### src/rtl/even_div_pkg.sv
// Shared types and defaults for the even clock-division controller.
// No logic; pure declarations.
package even_div_pkg;

    localparam int unsigned EVEN_DIV_CNT_W    = 8;
    localparam int unsigned EVEN_DIV_DEF_HALF = 5;

    typedef enum logic [1:0] {
        IDLE = 2'd0,
        RUN  = 2'd1,
        PEND = 2'd2
    } state_t;

endpackage

### src/rtl/even_div_phase_cnt.sv
// Half-period counter plus toggle flop; the level flips one cycle after boundary while run is high.
// No backpressure: run low forces cnt=0 and level=0 on the next edge.
module even_div_phase_cnt #(
    parameter int unsigned CNT_W = 8
) (
    input  logic             clk,
    input  logic             rst,
    input  logic [CNT_W-1:0] half,
    input  logic             run,
    output logic             boundary,
    output logic             level
);

    localparam logic [CNT_W-1:0] ONE = {{(CNT_W-1){1'b0}}, 1'b1};

    logic [CNT_W-1:0] cnt_q, cnt_d;
    logic             level_q, level_d;
    logic             active_q;

    // While inactive every cycle is a boundary, so a start toggles the level immediately.
    assign boundary = !active_q || (cnt_q == (half - ONE));
    assign level    = level_q;

    always_comb begin
        cnt_d   = cnt_q;
        level_d = level_q;
        if (!run) begin
            cnt_d   = '0;
            level_d = 1'b0;
        end else if (boundary) begin
            cnt_d   = '0;
            level_d = !level_q;
        end else begin
            cnt_d = cnt_q + ONE;
        end
    end

    always_ff @(posedge clk) begin
        if (rst) begin
            cnt_q    <= '0;
            level_q  <= 1'b0;
            active_q <= 1'b0;
        end else begin
            cnt_q    <= cnt_d;
            level_q  <= level_d;
            active_q <= run;
        end
    end

endmodule

### src/rtl/even_div_ctrl.sv
// Even clock-division controller: divided waveform, rise/fall ticks, ratio changes on period boundaries.
// First rise 1 cycle after en; cfg_ready drops while a ratio is pending. EVEN_DIV_PERIOD_CNT_EN adds period_cnt.
module even_div_ctrl
    import even_div_pkg::*;
#(
    parameter int unsigned CNT_W    = EVEN_DIV_CNT_W,
    parameter int unsigned DEF_HALF = EVEN_DIV_DEF_HALF
) (
    input  logic             clk,
    input  logic             rst,
    input  logic             en,
    input  logic             cfg_valid,
    output logic             cfg_ready,
    input  logic [CNT_W-1:0] cfg_half,
    output logic [CNT_W-1:0] cur_half,
    output logic             clk_div_o,
    output logic             tick_rise,
    output logic             tick_fall,
    output logic             cfg_err
`ifdef EVEN_DIV_PERIOD_CNT_EN
    ,
    output logic [15:0]      period_cnt
`endif
);

    localparam logic [CNT_W-1:0] DEF_HALF_V = CNT_W'(DEF_HALF);

    state_t           state_q;
    logic [CNT_W-1:0] cur_half_q;
    logic [CNT_W-1:0] pend_half_q;
    logic             cfg_ready_q;
    logic             cfg_err_q;
    logic             tick_rise_q;
    logic             tick_fall_q;
    logic             stop_q;

    logic             boundary;
    logic             level;
    logic             run;
    logic             rise_bnd;
    logic             fall_bnd;
    logic             stopping;
    logic             cfg_fire;
    logic             cfg_ok;

    assign cfg_fire = cfg_valid && cfg_ready_q;
    assign cfg_ok   = cfg_fire && (cfg_half != '0);
    assign rise_bnd = boundary && !level;
    assign fall_bnd = boundary && level;

    // A stop request only bites where the next rise would happen, so the last period completes.
    assign stopping = (state_q != IDLE) && rise_bnd && (stop_q || !en);
    assign run      = (state_q == IDLE) ? en : !stopping;

    even_div_phase_cnt #(
        .CNT_W (CNT_W)
    ) u_phase (
        .clk      (clk),
        .rst      (rst),
        .half     (cur_half_q),
        .run      (run),
        .boundary (boundary),
        .level    (level)
    );

    always_ff @(posedge clk) begin
        if (rst) begin
            state_q     <= IDLE;
            cur_half_q  <= DEF_HALF_V;
            pend_half_q <= '0;
            cfg_ready_q <= 1'b1;
            cfg_err_q   <= 1'b0;
            tick_rise_q <= 1'b0;
            tick_fall_q <= 1'b0;
            stop_q      <= 1'b0;
        end else begin
            cfg_err_q   <= cfg_fire && (cfg_half == '0);
            tick_rise_q <= run && rise_bnd;
            tick_fall_q <= run && fall_bnd;
            case (state_q)
                IDLE: begin
                    stop_q <= 1'b0;
                    if (cfg_ok) begin
                        cur_half_q <= cfg_half;
                    end
                    if (en) begin
                        state_q <= RUN;
                    end
                end
                RUN: begin
                    if (!en) begin
                        stop_q <= 1'b1;
                    end
                    if (stopping) begin
                        state_q <= IDLE;
                        stop_q  <= 1'b0;
                        if (cfg_ok) begin
                            cur_half_q <= cfg_half;
                        end
                    end else if (cfg_ok) begin
                        // Even when this edge is a rise, the new ratio waits for the next one.
                        pend_half_q <= cfg_half;
                        state_q     <= PEND;
                        cfg_ready_q <= 1'b0;
                    end
                end
                PEND: begin
                    if (!en) begin
                        stop_q <= 1'b1;
                    end
                    if (rise_bnd) begin
                        cur_half_q  <= pend_half_q;
                        cfg_ready_q <= 1'b1;
                        if (stopping) begin
                            state_q <= IDLE;
                            stop_q  <= 1'b0;
                        end else begin
                            state_q <= RUN;
                        end
                    end
                end
                default: begin
                    state_q <= IDLE;
                end
            endcase
        end
    end

    assign cfg_ready = cfg_ready_q;
    assign cur_half  = cur_half_q;
    assign clk_div_o = level;
    assign tick_rise = tick_rise_q;
    assign tick_fall = tick_fall_q;
    assign cfg_err   = cfg_err_q;

`ifdef EVEN_DIV_PERIOD_CNT_EN
    logic [15:0] period_cnt_q;

    always_ff @(posedge clk) begin
        if (rst) begin
            period_cnt_q <= '0;
        end else if (tick_rise_q) begin
            period_cnt_q <= period_cnt_q + 16'd1;
        end
    end

    assign period_cnt = period_cnt_q;
`endif

endmodule

### config.mk
export PLATFORM = sky130hd
export DESIGN_NAME = even_div_ctrl
export DESIGN_NICKNAME = d
export VERILOG_FILES = /design/src/rtl/even_div_pkg.sv /design/src/rtl/even_div_phase_cnt.sv /design/src/rtl/even_div_ctrl.sv
export SDC_FILE = /design/constraint.sdc
export NUM_CORES = 1
export LEC_CHECK = 0
export ABC_AREA = 1
export CAP_MARGIN = 20
export CORE_ASPECT_RATIO = 0.7
export CORE_MARGIN = 5
export CORE_UTILIZATION = 49
export CTS_CLUSTER_DIAMETER = 30
export DETAILED_ROUTE_END_ITERATION = 8
export HOLD_SLACK_MARGIN = 0.1
export PLACE_DENSITY = 0.79
export SLEW_MARGIN = 20
export SYNTH_ARGS = -nofsm -noshare
export SYNTH_HDL_FRONTEND = slang
export SYNTH_SLANG_ARGS = --single-unit
### constraint.sdc
create_clock -name clk -period 2 [get_ports clk]
set_input_delay 0.4 -clock clk [delete_from_list [all_inputs] [get_ports clk]]
set_output_delay 0.4 -clock clk [all_outputs]
set_load 0.01 [all_outputs]
==> impl_metrics.csv <==
group,metric,value,unit
clock_tree,clk_path_buf_depth,2,
setup_path,crit_path_max_incr_delay,340,ps
pwr,peakVddDrop,0.929,mV
timing,fin_worst_skew,6.62,ps
outcome,violations,"setup timing",
pwr,power_per_cell_area,1480,nW/um^2
clock_tree,clkSinkCount,33,
setup_path,crit_fanout,8,
detailed_routing,wl_per_cell,12.0,um
logic_synthesis,synth_area,1900,sq um
clock_tree,clkTransAtPathRegs,70,ps
timing,worst_pin_slew,545,ps
min_path,min_path_type,"reg -> reg",
logic_synthesis,synth_cell_types,25,
logic_synthesis,ys_warn_count,0,
grt,antenna_found_initial,0,
final_layout,final_cell_area,2530,sq um
final_layout,stdcell_count,377,
grt,grt_pass1_wl,7.72,mm
clock_tree,root_buffer,"clkbuf_8",
clock_tree,cts_tree,"yes",
timing,finalHoldViolCount,0,
die,core,3630,sq um
logic_synthesis,synth_nets,305,
clock_tree,cts_htree_levels,2,
die,rows,18,
setup_path,worstPathRequired,2180,ps
grt,grt_pass1_vias,1727,
logic_synthesis,synth.area.top_cells,"dfxtp_1 35%, nand2_1 15%, nor2_1 7.7%",
detailed_routing,first_pass_iters,5,
timing,setup_tns,-582,ps
final_layout,final_nets,345,
final_layout,utilization,69.8,%
detailed_routing,drcViolationCount,0,
detailed_routing,dr.first_iter.drc_count,123,
logic_synthesis,synth_top_area_cell,"dfxtp_1",
logic_synthesis,synth.avg_cell_area,6.63,sq um
setup_path,critPathSlowestCell,"dfxtp_2",
timing,hold_slack,465,ps
die,io_pins,25,
detailed_routing,wl,4.51,mm
detailed_routing,vias_per_cell,4.94,
timing,grt_setup_unrepaired,"yes",
placement,placed_cells_incl_taps,366,
grt,gr-total-overflow,0,
clock_tree,cts_buffers,5,
timing,clock.fmax,0.486,GHz
detailed_routing,num_vias,1863,
pwr,power.leakage,1.08,nW
die,fp.dieH,62.0,um
setup_path,path_class,"reg -> reg",
detailed_routing,ant_nets,0,
die,start_util,52.3,%
setup_path,r2r_slack,-60,ps
timing,period_needed,2060,ps
placement,portBuffers,24,
logic_synthesis,synth.yosys.seq_area_share,34.9,%
placement,gp_congestion,0.870,
final_layout,num_antenna_cells,0,
grt,grtUsageTotal,18.7,%
timing,maxSlewViolCount,0,
setup_path,crit_chain,"inv_2 > ha_4 > xor2_1 > nand3_1 > nor2_1 > nand2_1 > nor2_2 > nand2_2 > nand2_4 > nand4_4 > nand2_2 > inv_2 > nand4_1 > buf_12 > nor2_2",
setup_path,cp-end-kind,"flop",
placement,dp_slack,-110,ps
timing,setup_slack,-58.1,ps
timing,fin_crit_sh,103,%
timing,relSlewSlack,63.7,%
logic_synthesis,ys_ff_latch,33,
clock_tree,worstSkewPairLatency,290,ps
grt,grt_max_degree,17,
placement,placed_area,2280,sq um
setup_path,critical_path_arrival,2240,ps
timing,setup_viol,18,
final_layout,drive_gt1_share,20.8,%
logic_synthesis,synthCells,286,
final_layout,fillerInstances,298,
die,die-width,84.3,um
outcome,status,"finished with violations",
setup_path,critPathLaunchType,"flop",
final_layout,area_delta_synth_final,33.6,%
placement,dp_hpwl,3.22,mm
run,maxCapViolations,0,
die,dieArea,5230,sq um
logic_synthesis,synth_top_area_share,34.9,%
pwr,finalPower,3.75,mW
==> timing repair <==
item / CTS / global route
setup buffers: 2 / 1
hold buffers: 0 / 0
endpoints found under the setup margin: 31 / 32
resized for setup: 7 / 25
pin swaps: 9 / 7
==> where the power goes <==
part           internal, mW  total, mW  switching, mW  leakage (nW)
Combinational         0.895       2.07           1.17         0.752
Clock                 0.405      0.664          0.259        0.0574
Sequential            0.832       1.02          0.188         0.270
Total                  2.13       3.75           1.62          1.08
==> state kept, by name, indices dropped and copies added, names as in the netlist, 2 cells and up <==
register	cells
u_phase.cnt_q	8
cur_half	8
state_q	2
pend_half_q	8
==> metal layers <==
metal | GRT usage, % | share of wire (%) | vias to the layer above
li1 | - | - | 982
met1 | 25.9 | 51 | 816
met2 | 28.8 | 42 | 57
met3 | 4.22 | 5.8 | 8
met4 | 7.22 | 1.5 | 0
met5 | 0 | 0 | -
==> placed cells by master (no fill, tap or decap) <==
master	count
nand2_1	71
inv_1	32
dfxtp_1	30
nor2_1	28
clkdlybuf4s50_1	24
nand3_1	17
buf_4	15
nand4_1	13
a21oi_1	13
o21ai_0	11
nor2_2	11
nand2_2	8
inv_2	6
ha_1	6
clkbuf_8	6
nor2_4	5
xor2_1	5
nand2_4	4
xnor2_1	3
dfxtp_2	3
o21ai_1	2
nand3b_1	2
a21oi_4	2
nand3_2	2
nand4_4	1
nor4_1	1
nor3_1	1
ha_4	1
clkinvlp_4	1
bufinv_16	1
buf_12	1
buf_6	1
==> kinds of logic (layout without fill, tap and decap cells) <==
family,count (synthesis),after routing,share of synthesized area (%)
AO/OA/AOI/OAI,28,28,7.99
XOR/XNOR,8,8,3.70
adder cells (fa/ha/maj),7,7,4.62
buffers and inverters,46,87,9.64
flip-flops,33,33,34.9
AND/OR/NAND/NOR,164,164,39.2
==> Yosys cell counts (all sizes together) <==
master   n
a21oi   15
buf      4
clkbuf   4
dfxtp   33
ha       7
inv     38
nand2   83
nand3   19
nand3b   2
nand4   14
nor2    44
nor3     1
nor4     1
o21ai   13
xnor2    3
xor2     5
==> critical path: cells and delay by family, from the launching register on <==
family | cells | cell delay [ps]
DFF | 1 | 340
buffers and inverters | 3 | 250
and+or+nand+nor | 10 | 970
adders and majority gates | 1 | 260
xor gates and xnor gates | 1 | 140
==> layout make-up <==
class / count / area [sq um] / share of cell area (%)
Multi-Input combinational cell: 207 / 1160 / 45.8
Clock buffer: 6 / 82.6 / 3.26
Tap cell: 50 / 62.6 / 2.47
Timing Repair Buffer: 41 / 384 / 15.2
Inverter: 38 / 143 / 5.63
Sequential cell: 33 / 664 / 26.2
Clock inverter: 2 / 37.5 / 1.48
==> final timing paths <==
path,from,end,cells after the start
max reg2reg,cur_half[1],u_phase.cnt_q[6],15
min,pend_half_q[6],pend_half_q[6],2
min reg2reg,pend_half_q[6],pend_half_q[6],2
max,cur_half[1],u_phase.cnt_q[6],15
Note: power is estimated with default switching activity, not from simulation.
